<file path="src/rtl/calc_pkg.sv">
// rtl/calc_pkg.sv - calculator button types and helpers shared by the button front end
// Contents:
//   buttons_t       one bit per physical button, at most one bit set on calculator.buttons_i
//   button_t        encoded button code, B_NONE when nothing is pressed
//   NumButtons      number of bits in buttons_t
//   buttons2button  one-hot vector -> code (lowest set bit wins, B_NONE on zero)
//   button2buttons  code -> one-hot vector (all zero for B_NONE)
//   btn_fsm_e       press-issue controller states
package calc_pkg;

  typedef struct packed {
    logic clear;
    logic op_eq;
    logic op_div;
    logic op_mul;
    logic op_sub;
    logic op_add;
    logic num_9;
    logic num_8;
    logic num_7;
    logic num_6;
    logic num_5;
    logic num_4;
    logic num_3;
    logic num_2;
    logic num_1;
    logic num_0;
  } buttons_t;

  localparam int NumButtons = $bits(buttons_t);

  // Code n+1 corresponds to bit n of buttons_t, so code 0 is free for B_NONE.
  typedef enum logic [4:0] {
    B_NONE   = 5'd0,
    B_NUM_0  = 5'd1,
    B_NUM_1  = 5'd2,
    B_NUM_2  = 5'd3,
    B_NUM_3  = 5'd4,
    B_NUM_4  = 5'd5,
    B_NUM_5  = 5'd6,
    B_NUM_6  = 5'd7,
    B_NUM_7  = 5'd8,
    B_NUM_8  = 5'd9,
    B_NUM_9  = 5'd10,
    B_OP_ADD = 5'd11,
    B_OP_SUB = 5'd12,
    B_OP_MUL = 5'd13,
    B_OP_DIV = 5'd14,
    B_OP_EQ  = 5'd15,
    B_CLEAR  = 5'd16
  } button_t;

  typedef enum logic [1:0] {IDLE, ISSUE, SETTLE, WAIT} btn_fsm_e;

  function automatic button_t buttons2button(buttons_t b);
    logic [NumButtons-1:0] v;
    button_t code;
    v = b;
    code = B_NONE;
    for (int i = NumButtons - 1; i >= 0; i--) begin
      if (v[i]) code = button_t'(5'(i + 1));
    end
    return code;
  endfunction

  function automatic buttons_t button2buttons(button_t c);
    logic [NumButtons-1:0] v;
    v = '0;
    for (int i = 0; i < NumButtons; i++) begin
      v[i] = (c == button_t'(5'(i + 1)));
    end
    return buttons_t'(v);
  endfunction

endpackage

</file>
<file path="src/rtl/button_fifo.sv">
// rtl/button_fifo.sv - synchronous FIFO of encoded button presses
// Ports:
//   clk_i, rst_ni   clock, asynchronous active-low reset
//   push_i, data_i  write request and code; taken when not full or when popping in the same cycle
//   pop_i           read request; advances the head when not empty
//   data_o          current head entry
//   full_o, empty_o occupancy flags
//   count_o         number of stored entries
module button_fifo
  import calc_pkg::*;
#(
  parameter int Depth = 4
) (
  input  logic                     clk_i,
  input  logic                     rst_ni,
  input  logic                     push_i,
  input  button_t                  data_i,
  input  logic                     pop_i,
  output button_t                  data_o,
  output logic                     full_o,
  output logic                     empty_o,
  output logic [$clog2(Depth):0]   count_o
);

  localparam int AW = $clog2(Depth);
  localparam int CW = AW + 1;

  button_t        mem [Depth];
  logic [AW-1:0]  wr_ptr_q, rd_ptr_q;
  logic [CW-1:0]  count_q;
  logic           do_push, do_pop;

  assign full_o  = (count_q == CW'(Depth));
  assign empty_o = (count_q == '0);
  assign count_o = count_q;
  assign data_o  = mem[rd_ptr_q];

  // A full FIFO still accepts a push when the head leaves in the same cycle.
  assign do_pop  = pop_i && !empty_o;
  assign do_push = push_i && (!full_o || do_pop);

  always_ff @(posedge clk_i or negedge rst_ni) begin
    if (!rst_ni) begin
      wr_ptr_q <= '0;
      rd_ptr_q <= '0;
      count_q  <= '0;
      for (int i = 0; i < Depth; i++) mem[i] <= B_NONE;
    end else begin
      if (do_push) begin
        mem[wr_ptr_q] <= data_i;
        wr_ptr_q      <= wr_ptr_q + AW'(1);
      end
      if (do_pop) rd_ptr_q <= rd_ptr_q + AW'(1);
      case ({do_push, do_pop})
        2'b10:   count_q <= count_q + CW'(1);
        2'b01:   count_q <= count_q - CW'(1);
        default: count_q <= count_q;
      endcase
    end
  end

endmodule

</file>
<file path="src/rtl/button_conditioner.sv">
// rtl/button_conditioner.sv - debounces raw buttons and issues one-hot press pulses to the calculator
// Ports:
//   clk_i, rst_ni   clock, asynchronous active-low reset
//   raw_buttons_i   raw, bouncy, asynchronous button levels
//   busy_i          calculator controller is not idle
//   buttons_o       one-hot press pulse (one cycle) or all zero
//   overflow_o      one-cycle pulse when a press is dropped because the buffer is full
//   multi_press_o   one-cycle pulse when several buttons rise together (all dropped)
//   pending_o       presses buffered and not yet issued
module button_conditioner
  import calc_pkg::*;
#(
  parameter int DebounceCycles = 4,
  parameter int FifoDepth      = 4,
  parameter int SettleCycles   = 1
) (
  input  logic                         clk_i,
  input  logic                         rst_ni,
  input  buttons_t                     raw_buttons_i,
  input  logic                         busy_i,
  output buttons_t                     buttons_o,
  output logic                         overflow_o,
  output logic                         multi_press_o,
  output logic [$clog2(FifoDepth):0]   pending_o
);

  localparam int CntW = (DebounceCycles > 1) ? $clog2(DebounceCycles) : 1;
  localparam logic [CntW-1:0] CntMax = CntW'(DebounceCycles - 1);
  localparam int SetW = (SettleCycles > 1) ? $clog2(SettleCycles) : 1;
  localparam logic [SetW-1:0] SetMax = SetW'(SettleCycles - 1);

  logic [NumButtons-1:0] sync1_q, sync2_q, deb_q, deb_d, rise;
  logic [CntW-1:0]       stable_cnt_q;
  logic [SetW-1:0]       settle_q;
  logic                  stable, push, multi, pop, fifo_full, fifo_empty;
  button_t               push_code, head;
  btn_fsm_e              state_q;

  always_ff @(posedge clk_i or negedge rst_ni) begin
    if (!rst_ni) begin
      sync1_q <= '0;
      sync2_q <= '0;
    end else begin
      sync1_q <= raw_buttons_i;
      sync2_q <= sync1_q;
    end
  end

  always_comb begin
    // sync1_q is next cycle's synchronized vector, so a mismatch means it is changing now.
    stable    = (sync1_q == sync2_q);
    deb_d     = (stable && stable_cnt_q == CntMax) ? sync2_q : deb_q;
    rise      = deb_d & ~deb_q;
    push      = ($countones(rise) == 1);
    multi     = ($countones(rise) > 1);
    push_code = buttons2button(buttons_t'(rise));
    pop       = (state_q == IDLE) && !fifo_empty && !busy_i;
  end

  // One counter shared by all bits: any change anywhere restarts the stability window.
  always_ff @(posedge clk_i or negedge rst_ni) begin
    if (!rst_ni) begin
      stable_cnt_q <= '0;
      deb_q        <= '0;
    end else begin
      if (!stable) stable_cnt_q <= '0;
      else if (stable_cnt_q != CntMax) stable_cnt_q <= stable_cnt_q + CntW'(1);
      deb_q <= deb_d;
    end
  end

  button_fifo #(
    .Depth (FifoDepth)
  ) u_fifo (
    .clk_i   (clk_i),
    .rst_ni  (rst_ni),
    .push_i  (push),
    .data_i  (push_code),
    .pop_i   (pop),
    .data_o  (head),
    .full_o  (fifo_full),
    .empty_o (fifo_empty),
    .count_o (pending_o)
  );

  // SETTLE ignores busy_i because the controller needs a cycle or more to leave idle
  // after seeing a press; WAIT then holds until it is back in idle.
  always_ff @(posedge clk_i or negedge rst_ni) begin
    if (!rst_ni) begin
      state_q       <= IDLE;
      settle_q      <= '0;
      buttons_o     <= '0;
      overflow_o    <= 1'b0;
      multi_press_o <= 1'b0;
    end else begin
      buttons_o     <= '0;
      overflow_o    <= push && fifo_full && !pop;
      multi_press_o <= multi;
      unique case (state_q)
        IDLE: begin
          if (pop) begin
            buttons_o <= button2buttons(head);
            state_q   <= ISSUE;
          end
        end
        ISSUE: begin
          settle_q <= '0;
          state_q  <= SETTLE;
        end
        SETTLE: begin
          if (settle_q == SetMax) state_q <= WAIT;
          else settle_q <= settle_q + SetW'(1);
        end
        WAIT: begin
          if (!busy_i) state_q <= IDLE;
        end
        default: state_q <= IDLE;
      endcase
    end
  end

endmodule

</file>
<file path="config.mk">
export PLATFORM = sky130hd
export DESIGN_NAME = button_conditioner
export DESIGN_NICKNAME = d
export VERILOG_FILES = /design/src/rtl/calc_pkg.sv /design/src/rtl/button_fifo.sv /design/src/rtl/button_conditioner.sv
export SDC_FILE = /design/constraint.sdc
export NUM_CORES = 1
export LEC_CHECK = 0
export ABC_CLOCK_PERIOD_IN_PS = 5660
export BUFFER_PORTS_ARGS = -buffer_cell sky130_fd_sc_hd__clkbuf_2
export CELL_PAD_IN_SITES_DETAIL_PLACEMENT = 1
export CELL_PAD_IN_SITES_GLOBAL_PLACEMENT = 1
export CORE_MARGIN = 3
export CORE_UTILIZATION = 44
export CTS_CLUSTER_DIAMETER = 40
export DETAILED_ROUTE_END_ITERATION = 8
export PLACE_DENSITY = 0.73
export SLEW_MARGIN = 5
export SYNTH_ARGS = -nofsm -noshare
export SYNTH_HDL_FRONTEND = slang
export SYNTH_SLANG_ARGS = --single-unit
export TNS_END_PERCENT = 50
</file>
<file path="constraint.sdc">
create_clock -name clk_i -period 5.66 [get_ports clk_i]
set_input_delay 1.132 -clock clk_i [delete_from_list [all_inputs] [get_ports clk_i]]
set_output_delay 1.132 -clock clk_i [all_outputs]
set_load 0.1 [all_outputs]
</file>
Yosys cells after proc, flatten, opt, wreduce, memory -nomap -nowiden --
Cells that the tools add are included.
Storage, ports and cells: flip-flop bits (word level) 98, output and inout port bits 21, logic and storage cells 142
Operators by class: add/subtract/negate cells 21, magnitude comparators 4, equal/unequal tests 30, multiplexer cells 34, bitwise logic cells 4, reductions and logical operators 18
Operator list (number):
- two-way mux 5 bit | 19
- two-way mux 16 bit | 3
- == test 5 x 4 -> 1 bit (second input constant) | 8
- == test 32 x 2 -> 1 bit (second input constant) | 1
- bitwise mux 20 bit | 1
- == test 5 x 3 -> 1 bit (second input constant) | 4
- adder 1 x 1 -> 2 bit | 8
- AND 16 bit | 1
- == test 16 bit | 1
- inverter 16 bit | 1
- adder 2 x 2 -> 3 bit | 4
- binary-select mux 5 bit (select 2 bit) | 1
- demux 5 bit (select 2 bit) | 1
- == test 5 x 2 -> 1 bit (second input constant) | 2
- two-way mux 2 bit | 5
- adder 3 x 3 -> 4 bit | 2
- == test 2 bit (second input constant) | 4
- logical AND 1 bit | 8
- != test 2 bit (second input constant) | 4
- case mux 2 bit (4 select lines) | 1
- adder 2 x 1 -> 2 bit (second input constant) | 3
- >= comparator 3 bit (second input constant) | 2
- inverter 2 -> 3 bit | 2
- case mux 3 bit (2 select lines) | 1
- other kinds (19) | 24

Depth between registers and ports, before layout --
Gate-level depths: netlist of the first run.
depth after elaboration 21, mapped depth 22

Cells and area by module --
A second synthesis of the first run with hierarchy kept.
Second synthesis, totals: cells, all modules 341, area total of the unflattened synthesis 4439.3 µm²
Modules (own cells, without submodules):
- button_conditioner | times used 1, cells an instance 253, area an instance 3150.5 µm²
- button_fifo | times used 1, cells an instance 88, area an instance 1288.7 µm²

Worst setup path after synthesis of the first run --
No wires, ideal clock.
path kind register -> register, from reg sync2_q[5], to reg u_fifo.count_q[2], in the netlist u_fifo.count_o[2], library setup time 159 ps, data arrival time 5567 ps, setup slack -66 ps, stages on the path, launching flop included 21, period minus slack after synthesis 5726 ps, cells stage by stage dfrtp_1 xor2_1 nor4_1 nand4_1 nor2_1 buf_4 nand2_1 fa_1 fa_1 fa_1 fa_1 inv_1 ha_1 fa_1 and2_1 a21oi_1 o21ai_0 fa_1 inv_1 a2bb2oi_1 xnor2_1
Between the ends: word-level cells in the longest chain between the ends 12
RTL lines:
- start: declaration | line button_conditioner.sv:32 | logic [NumButtons-1:0] sync1_q, sync2_q, deb_q, deb_d, rise;
- start signal: assignment | line button_conditioner.sv:45 | sync2_q <= sync1_q;
- == test 16 bit | line button_conditioner.sv:51 | stable = (sync1_q == sync2_q);
- logical AND 1 bit | line button_conditioner.sv:52 | deb_d = (stable && stable_cnt_q == CntMax) ? sync2_q : deb_q;
- two-way mux 16 bit * | line button_conditioner.sv:52
- AND 16 bit * | line button_conditioner.sv:53 | rise = deb_d & ~deb_q;
- adder 1 x 1 -> 2 bit (not written as such) | line button_conditioner.sv:54 | push = ($countones(rise) == 1);
- adder 2 x 2 -> 3 bit (not written as such) | line button_conditioner.sv:54
- adder 3 x 3 -> 4 bit (not written as such) | line button_conditioner.sv:54
- adder 4 x 4 -> 5 bit (not written as such) * | line button_conditioner.sv:54
- == test 32 x 2 -> 1 bit * | line button_conditioner.sv:54
- logical AND 1 bit * | line button_fifo.sv:40 | assign do_push = push_i && (!full_o || do_pop);
- == test 2 x 1 -> 1 bit or == test 2 bit (tied branches) | line button_fifo.sv:54 | case ({do_push, do_pop})
- case mux 3 bit (2 select lines) or nonzero test 2 bit (tied branches)
- end signal: assignment | line button_fifo.sv:55 | 2'b10: count_q <= count_q + CW'(1);
- end signal: assignment | line button_fifo.sv:56 | 2'b01: count_q <= count_q - CW'(1);
- end signal: assignment | line button_fifo.sv:57 | default: count_q <= count_q;
- end: declaration | line button_fifo.sv:30 | logic [CW-1:0] count_q;
Mark *: on every way between the ends. The rest lies on a longest branch, timed or not. A chain may end at the register's enable or synchronous reset.

Final worst setup path of the first run --
from reg sync2_q[4], to reg u_fifo.mem[3] (netlist name)
Between the ends: word-level cells in the longest chain between the ends 20
RTL lines:
- == test 16 bit | line button_conditioner.sv:51
- logical AND 1 bit | line button_conditioner.sv:52
- two-way mux 16 bit * | line button_conditioner.sv:52
- AND 16 bit * | line button_conditioner.sv:53
- branches (longest 16 deep; another with adder 4 x 4 -> 5 bit)
- end signal: indexed assignment | line button_fifo.sv:50 | mem[wr_ptr_q] <= data_i;
- end: declaration | line button_fifo.sv:28 | button_t mem [Depth];
Every way passes the cells marked *.

==> results of run 1 <==
-- routing by layer --
metal / vias to the layer above / global-route usage [%] / routed length, µm
met4: 0 / 6.29 / 136
met3: 11 / 2.67 / 260
met1: 1510 / 24.4 / 4370
met2: 44 / 29.8 / 4720
met5: - / 0 / 0
li1: 1330 / - / -
-- state kept, by name (all words and copies together), names as in the netlist --
name,count
u_fifo.mem,20
buttons_o,16
deb_q,16
sync1_q,16
sync2_q,16
u_fifo.count_o,3
stable_cnt_q,2
state_q,2
u_fifo.rd_ptr_q,2
u_fifo.wr_ptr_q,2
multi_press_o,1
overflow_o,1
-- worst max-delay path, cell delays in order (launching register included) --
cell and delay, ns:
dfrtp_1 0.41, xor2_1 0.17, nor4_1 0.27, buf_4 0.16, nand4_1 0.12, buf_4 0.18, or3_4 0.36, fa_1 0.53
fa_1 0.44, fa_1 0.48, fa_1 0.52, inv_2 0.05, ha_4 0.15, fa_2 0.44, nor3_4 0.16, nand2_2 0.12
nor3_4 0.35, nand2_2 0.18, mux2_2 0.31
-- layout by cell type (no fill, tap or decap), drive strengths merged --
cell	netlist	routed
a2bb2oi	1	1
nand2b	19	19
and4	2	2
and2	1	1
nand3	3	3
or2	3	3
mux2	35	35
and3	1	1
clkbuf	3	47
mux4	5	5
nor3	8	8
dfrtp	97	97
a2111oi	1	1
ha	13	13
clkinvlp	0	4
or4	1	1
xor2	17	17
nand4	2	2
or3	5	5
nor3b	2	2
o21ai	6	6
nand2	18	18
nor4	6	6
a21bo	2	2
fa	11	11
inv	19	22
nor2b	8	8
mux2i	2	2
a211oi	4	4
nor2	32	32
xnor2	5	5
o311ai	1	1
buf	4	37
a22oi	1	1
o2111ai	2	2
a21oi	5	5
nand3b	2	2
-- cells by family (layout without fill, tap and decap cells) --
kind of cell / Yosys count / count (layout)
and+or+nand+nor: 113 / 113
DFF: 97 / 97
muxes: 42 / 42
buffers and inverters: 26 / 110
adders and majority gates: 24 / 24
AOI/OAI and AO/OA: 23 / 23
xor gates and xnor gates: 22 / 22
-- worst paths after layout --
kind	startpoint	to	slack, ns	cells after the start
setup reg to reg	sync2_q[4]	u_fifo.mem[3]	0.16	18
min in group asynchronous	rst_ni	sync1_q[15]	0.73	1
hold reg to reg	sync1_q[13]	sync2_q[13]	0.40	0
setup / recovery	sync2_q[4]	u_fifo.mem[3]	0.16	18
hold / removal	sync1_q[13]	sync2_q[13]	0.40	0
max in group asynchronous	rst_ni	u_fifo.wr_ptr_q[1]	3.85	2
-- where the power goes --
| group | internal [mW] | switching [mW] | leakage, nW |
|---|---|---|---|
| clock | 0.169 | 0.266 | 0.0834 |
| combinational | 0.109 | 0.201 | 1.16 |
| sequential | 0.731 | 0.0510 | 1.27 |
-- final cells by class --
class	instances	area (µm²)	area share, %
Inverter	19	71.3	1.35
Clock buffer	9	124	2.35
Multi-Input combinational cell	224	1950	37.0
Clock inverter	7	63.8	1.21
Sequential cell	97	2430	46.1
Timing Repair Buffer	75	472	8.95
Tap cell	129	161	3.06
-- stage by stage --
stage                     cells  setup TNS, ns  hold slack [ns]
after floorplan             347         -0.418            0.372
after global placement      535         -0.790            0.377
after detailed placement    535          -4.20            0.384
after CTS                   555              0            0.400
after global routing        560         -0.449            0.415
final                       560              0            0.401
-- what timing repair did --
item | 4_1_cts | 5_1_grt
setup buffers | 4 | 5
endpoints found under the setup margin | 25 | 25
pin swaps | 3 | 7
resized for setup | 8 | 16
==> results.json, run 1 <==
{
  "report.final.hold_viol_count": 0,
  "clock_latency_ns": 0.37,
  "ys_seq_area_share_pct": 55.2,
  "relSlewSlack_pct": 55.8,
  "powerDensity_nw_per_um2": 290,
  "synth_xor_area_share_pct": 4.38,
  "worstPathRequired_ns": 5.92,
  "hold_class": "flip-flop to flip-flop",
  "grt_pass1_wl_mm": 15.9,
  "synth_most_common_cell": "dfrtp_1",
  "total_power_mw": 1.53,
  "synth_common_cells": "dfrtp_1 (97), mux2_2 (33), nor2_1 (32)",
  "synth_edf_count": 0,
  "synth-main-ff-cell": "dfrtp_1",
  "clk_pin_slew_ns": 0.10,
  "grt_pass1_vias": 3184,
  "tritoncts": "yes",
  "grt_usage_pct": 18.0,
  "nets": 469,
  "period_minus_slack_ns": 5.50,
  "synth_fa_ha_area_share_pct": 8.71,
  "postLayoutCellArea_um2": 5270,
  "die_w_um": 106,
  "fmax_ghz": 0.182,
  "dr.pass1.iters": 4,
  "synth_cells": 347,
  "synth_compound_area_share_pct": 3.70,
  "num_antenna_cells": 0,
  "synthesis.nets": 390,
  "grt.overflow.total": 0,
  "synth_top_family_by_area": "simple AND/OR/NAND/NOR gates",
  "synth_top_area_cell": "dfrtp_1",
  "synth_area_leaders": "dfrtp_1 (55%), mux2_2 (8.5%), fa_1 (5.0%)",
  "final_util_pct": 55.7,
  "root_buffer": "clkbuf_8",
  "drt_iter0_drc": 78,
  "synth-simple-area-share_pct": 13.3,
  "p_leak_nw": 2.51,
  "peakVddDrop_uv": 461,
  "grt_antenna_before_repair": 0,
  "yosys.area.top_type_share_pct": 55.2,
  "status": "finished, final reports clean",
  "crit_arrival_ns": 5.76,
  "die_y_um": 106,
  "avgRoutedWirePerCell_um": 16.9,
  "yosys_warnings": 0,
  "rows": 35,
  "yosysUniqueCellTypes": 42,
  "design.core.area_um2": 9460,
  "critPathKind": "flip-flop to flip-flop",
  "place_ws_ns": -0.315,
  "cts_buffers": 9,
  "critPathMaxFanout": 5,
  "drtAntennaViolNets": 0,
  "maxSlewViolCount": 0,
  "num-fill-cells": 1030,
  "critPathCaptureType": "flip-flop",
  "vias": 2895,
  "place_area_um2": 4920,
  "async_flop_share_pct": 100,
  "cap_violations": 0,
  "place_hpwl_mm": 7.09,
  "wl_mm": 9.49,
  "grt_max_degree": 54,
  "worstSetupStartpointType": "flip-flop",
  "ys_seq_elements": 97,
  "cts.sinks": 97,
  "postCtsHoldBufs": 0,
  "rsz0062_at_grt": "yes",
  "muxShareOfSynthArea_pct": 12.2,
  "worst_pin_slew_ns": 0.664,
  "setup_ws_ns": 0.157,
  "vias_per_cell": 5.17,
  "gp_congestion": 0.848,
  "setup_viol": 0,
  "io_buffers": 39,
  "syn_avg_cell_area_um2": 12.7,
  "io_pins": 40,
  "fin_crit_sh_pct": 97.2,
  "skew_ns": 0.0145,
  "start_util_pct": 46.5,
  "synthesis.area_um2": 4390,
  "clock_path_buffers": 2,
  "htreeDepth": 3,
  "drive_gt1_share_pct": 36.4,
  "dieArea_um2": 11200,
  "drc_errors": 0,
  "area_delta_synth_final_pct": 19.9
}
Power figures use the tool's default switching activity.
==> run 2, diff against run 1 <==
- CORE_UTILIZATION: 44 -> 35
- PLACE_DENSITY: 0.73 -> 0.6
==> results.json, run 2 (same netlist as run 1, synthesis figures left out) <==
{
  "die_w_um": 118,
  "grt_pass1_vias": 3167,
  "dieArea_um2": 13900,
  "relSlewSlack_pct": 49.9,
  "whs_ns": 0.390,
  "largest-register": "u_fifo.mem",
  "clock_latency_ns": 0.35,
  "p_leak_nw": 2.57,
  "clock_path_buffers": 2,
  "num-fill-cells": 1317,
  "root_buffer": "clkbuf_16",
  "cts.sinks": 97,
  "rsz0062_at_grt": "yes",
  "critPathCaptureType": "flip-flop",
  "nets": 465,
  "grt_usage_pct": 14.3,
  "cts_buffers": 9,
  "die_y_um": 118,
  "worst_pin_slew_ns": 0.744,
  "place_inst": 576,
  "critPathMaxFanout": 4,
  "place_ws_ns": -0.133,
  "reg2reg_slack_ns": 0.19,
  "tritoncts": "yes",
  "peakVddDrop_uv": 254,
  "num_antenna_cells": 0,
  "r2r-start": "sync2_q[0]",
  "vias_per_cell": 4.72,
  "largest_register_ffs": 20,
  "area_delta_synth_final_pct": 23.0,
  "fmax_ghz": 0.183,
  "cap_violations": 0,
  "start_util_pct": 36.1,
  "drt_iter0_drc": 126,
  "place_hpwl_mm": 6.69,
  "critPathKind": "flip-flop to flip-flop",
  "clk_pin_slew_ns": 0.07,
  "final_util_pct": 44.5,
  "skew_ns": 0.00699,
  "grt_antenna_before_repair": 0,
  "postCtsHoldBufs": 0,
  "report.final.hold_viol_count": 0,
  "r2r_end": "u_fifo.count_o[2]",
  "layout.cells.non_filler": 595,
  "ff2ff_path_depth": 20,
  "rows": 40,
  "wl_mm": 8.94,
  "layout_common_cells": "dfrtp_1 (97), clkbuf_2 (38), mux2_2 (33)",
  "fin_crit_sh_pct": 96.6,
  "min_delay_path_depth": 0,
  "setup_viol": 0,
  "design.core.area_um2": 12200,
  "htreeDepth": 3,
  "hold_end": "sync2_q[8]",
  "worstPathRequired_ns": 5.93,
  "io_pins": 40,
  "grt_max_degree": 62,
  "period_minus_slack_ns": 5.47,
  "status": "finished, final reports clean",
  "dr.pass1.iters": 4,
  "maxSlewViolCount": 0,
  "grt_pass1_wl_mm": 15.7,
  "drive_gt1_share_pct": 35.4,
  "gp_congestion": 0.807,
  "powerDensity_nw_per_um2": 315,
  "place_area_um2": 4990,
  "io_buffers": 39,
  "drtAntennaViolNets": 0,
  "crit_arrival_ns": 5.74,
  "hold_class": "flip-flop to flip-flop",
  "drc_errors": 0,
  "min_from": "sync1_q[8]",
  "postLayoutCellArea_um2": 5410,
  "worstSetupStartpointType": "flip-flop",
  "final_common_cell": "dfrtp_1",
  "setup_ws_ns": 0.190,
  "vias": 2806,
  "avgRoutedWirePerCell_um": 15.0,
  "grt.overflow.total": 0
}
==> run 2: cell types whose count changed in the layout (fill, tap and decap cells not counted), sizes merged <==
cell	previous run	this run
bufinv	0	1
clkbuf	47	48
clkinvlp	4	1
buf	37	33
inv	22	20
clkinv	0	3
==> run 2: worst max path at each step <==
stage / startpoint / cells past startpoint / to
floorplan: sync2_q[5] / 20 / u_fifo.mem[0]
global placement: sync2_q[6] / 20 / u_fifo.count_o[2]
detailed placement: sync1_q[5] / 20 / u_fifo.count_o[2]
CTS: sync1_q[5] / 19 / u_fifo.mem[10]
global route: sync2_q[0] / 20 / u_fifo.count_o[2]
finish: sync2_q[0] / 20 / u_fifo.count_o[2]
==> run 2: worst max-delay path: stages, from the launching register on <==
cell and delay [ns]:
dfrtp_1 0.39, xor2_1 0.17, nor4_2 0.29, buf_4 0.15, nand4_1 0.12, buf_4 0.19, or3_4 0.36, fa_1 0.54
fa_1 0.43, fa_1 0.46, fa_1 0.49, inv_1 0.04, ha_2 0.17, fa_2 0.33, and2_4 0.17, a21oi_4 0.21
o21ai_4 0.08, fa_2 0.45, inv_2 0.07, a2bb2oi_2 0.13, xnor2_1 0.12
==> run 2: layout make-up <==
class	count	area [µm²]	share of cell area, %
tap	168	210	3.89
clock buffer	10	239	4.42
sequential	97	2430	44.9
multi-input combinational	224	1940	35.9
timing repair buffer	71	450	8.33
clock inverter	6	65.1	1.20
inverter	19	71.3	1.32
==> run 2: through the flow <==
stage / TNS (ns) / total power [mW]
floorplan: -0.418 / 1.00
global placement: 0 / 1.08
detailed placement: -1.39 / 1.09
CTS: 0 / 1.72
global route: -0.307 / 1.80
finish: 0 / 1.70
==> run 2: power by group <==
group          internal, mW  switching (mW)  leakage [nW]  total (mW)
sequential            0.732          0.0473          1.27       0.780
clock                 0.355           0.258         0.149       0.613
combinational         0.110           0.199          1.16       0.309
==> run 2: timing repair <==
action                     4_1_cts  5_1_grt
setup endpoints to repair       18       25
pin swaps                        1       13
buffers inserted                 0        3
resized for setup                7       14
==> run 2: routing by layer <==
layer / GRT usage (%) / vias to the layer above / wire, µm / share of wire, %
met4: 6.37 / 0 / 206 / 2.3
li1: - / 1322 / - / -
met2: 24.5 / 46 / 4670 / 52
met1: 16.6 / 1424 / 3750 / 42
met5: 0 / - / 0 / 0
met3: 4.13 / 14 / 314 / 3.5
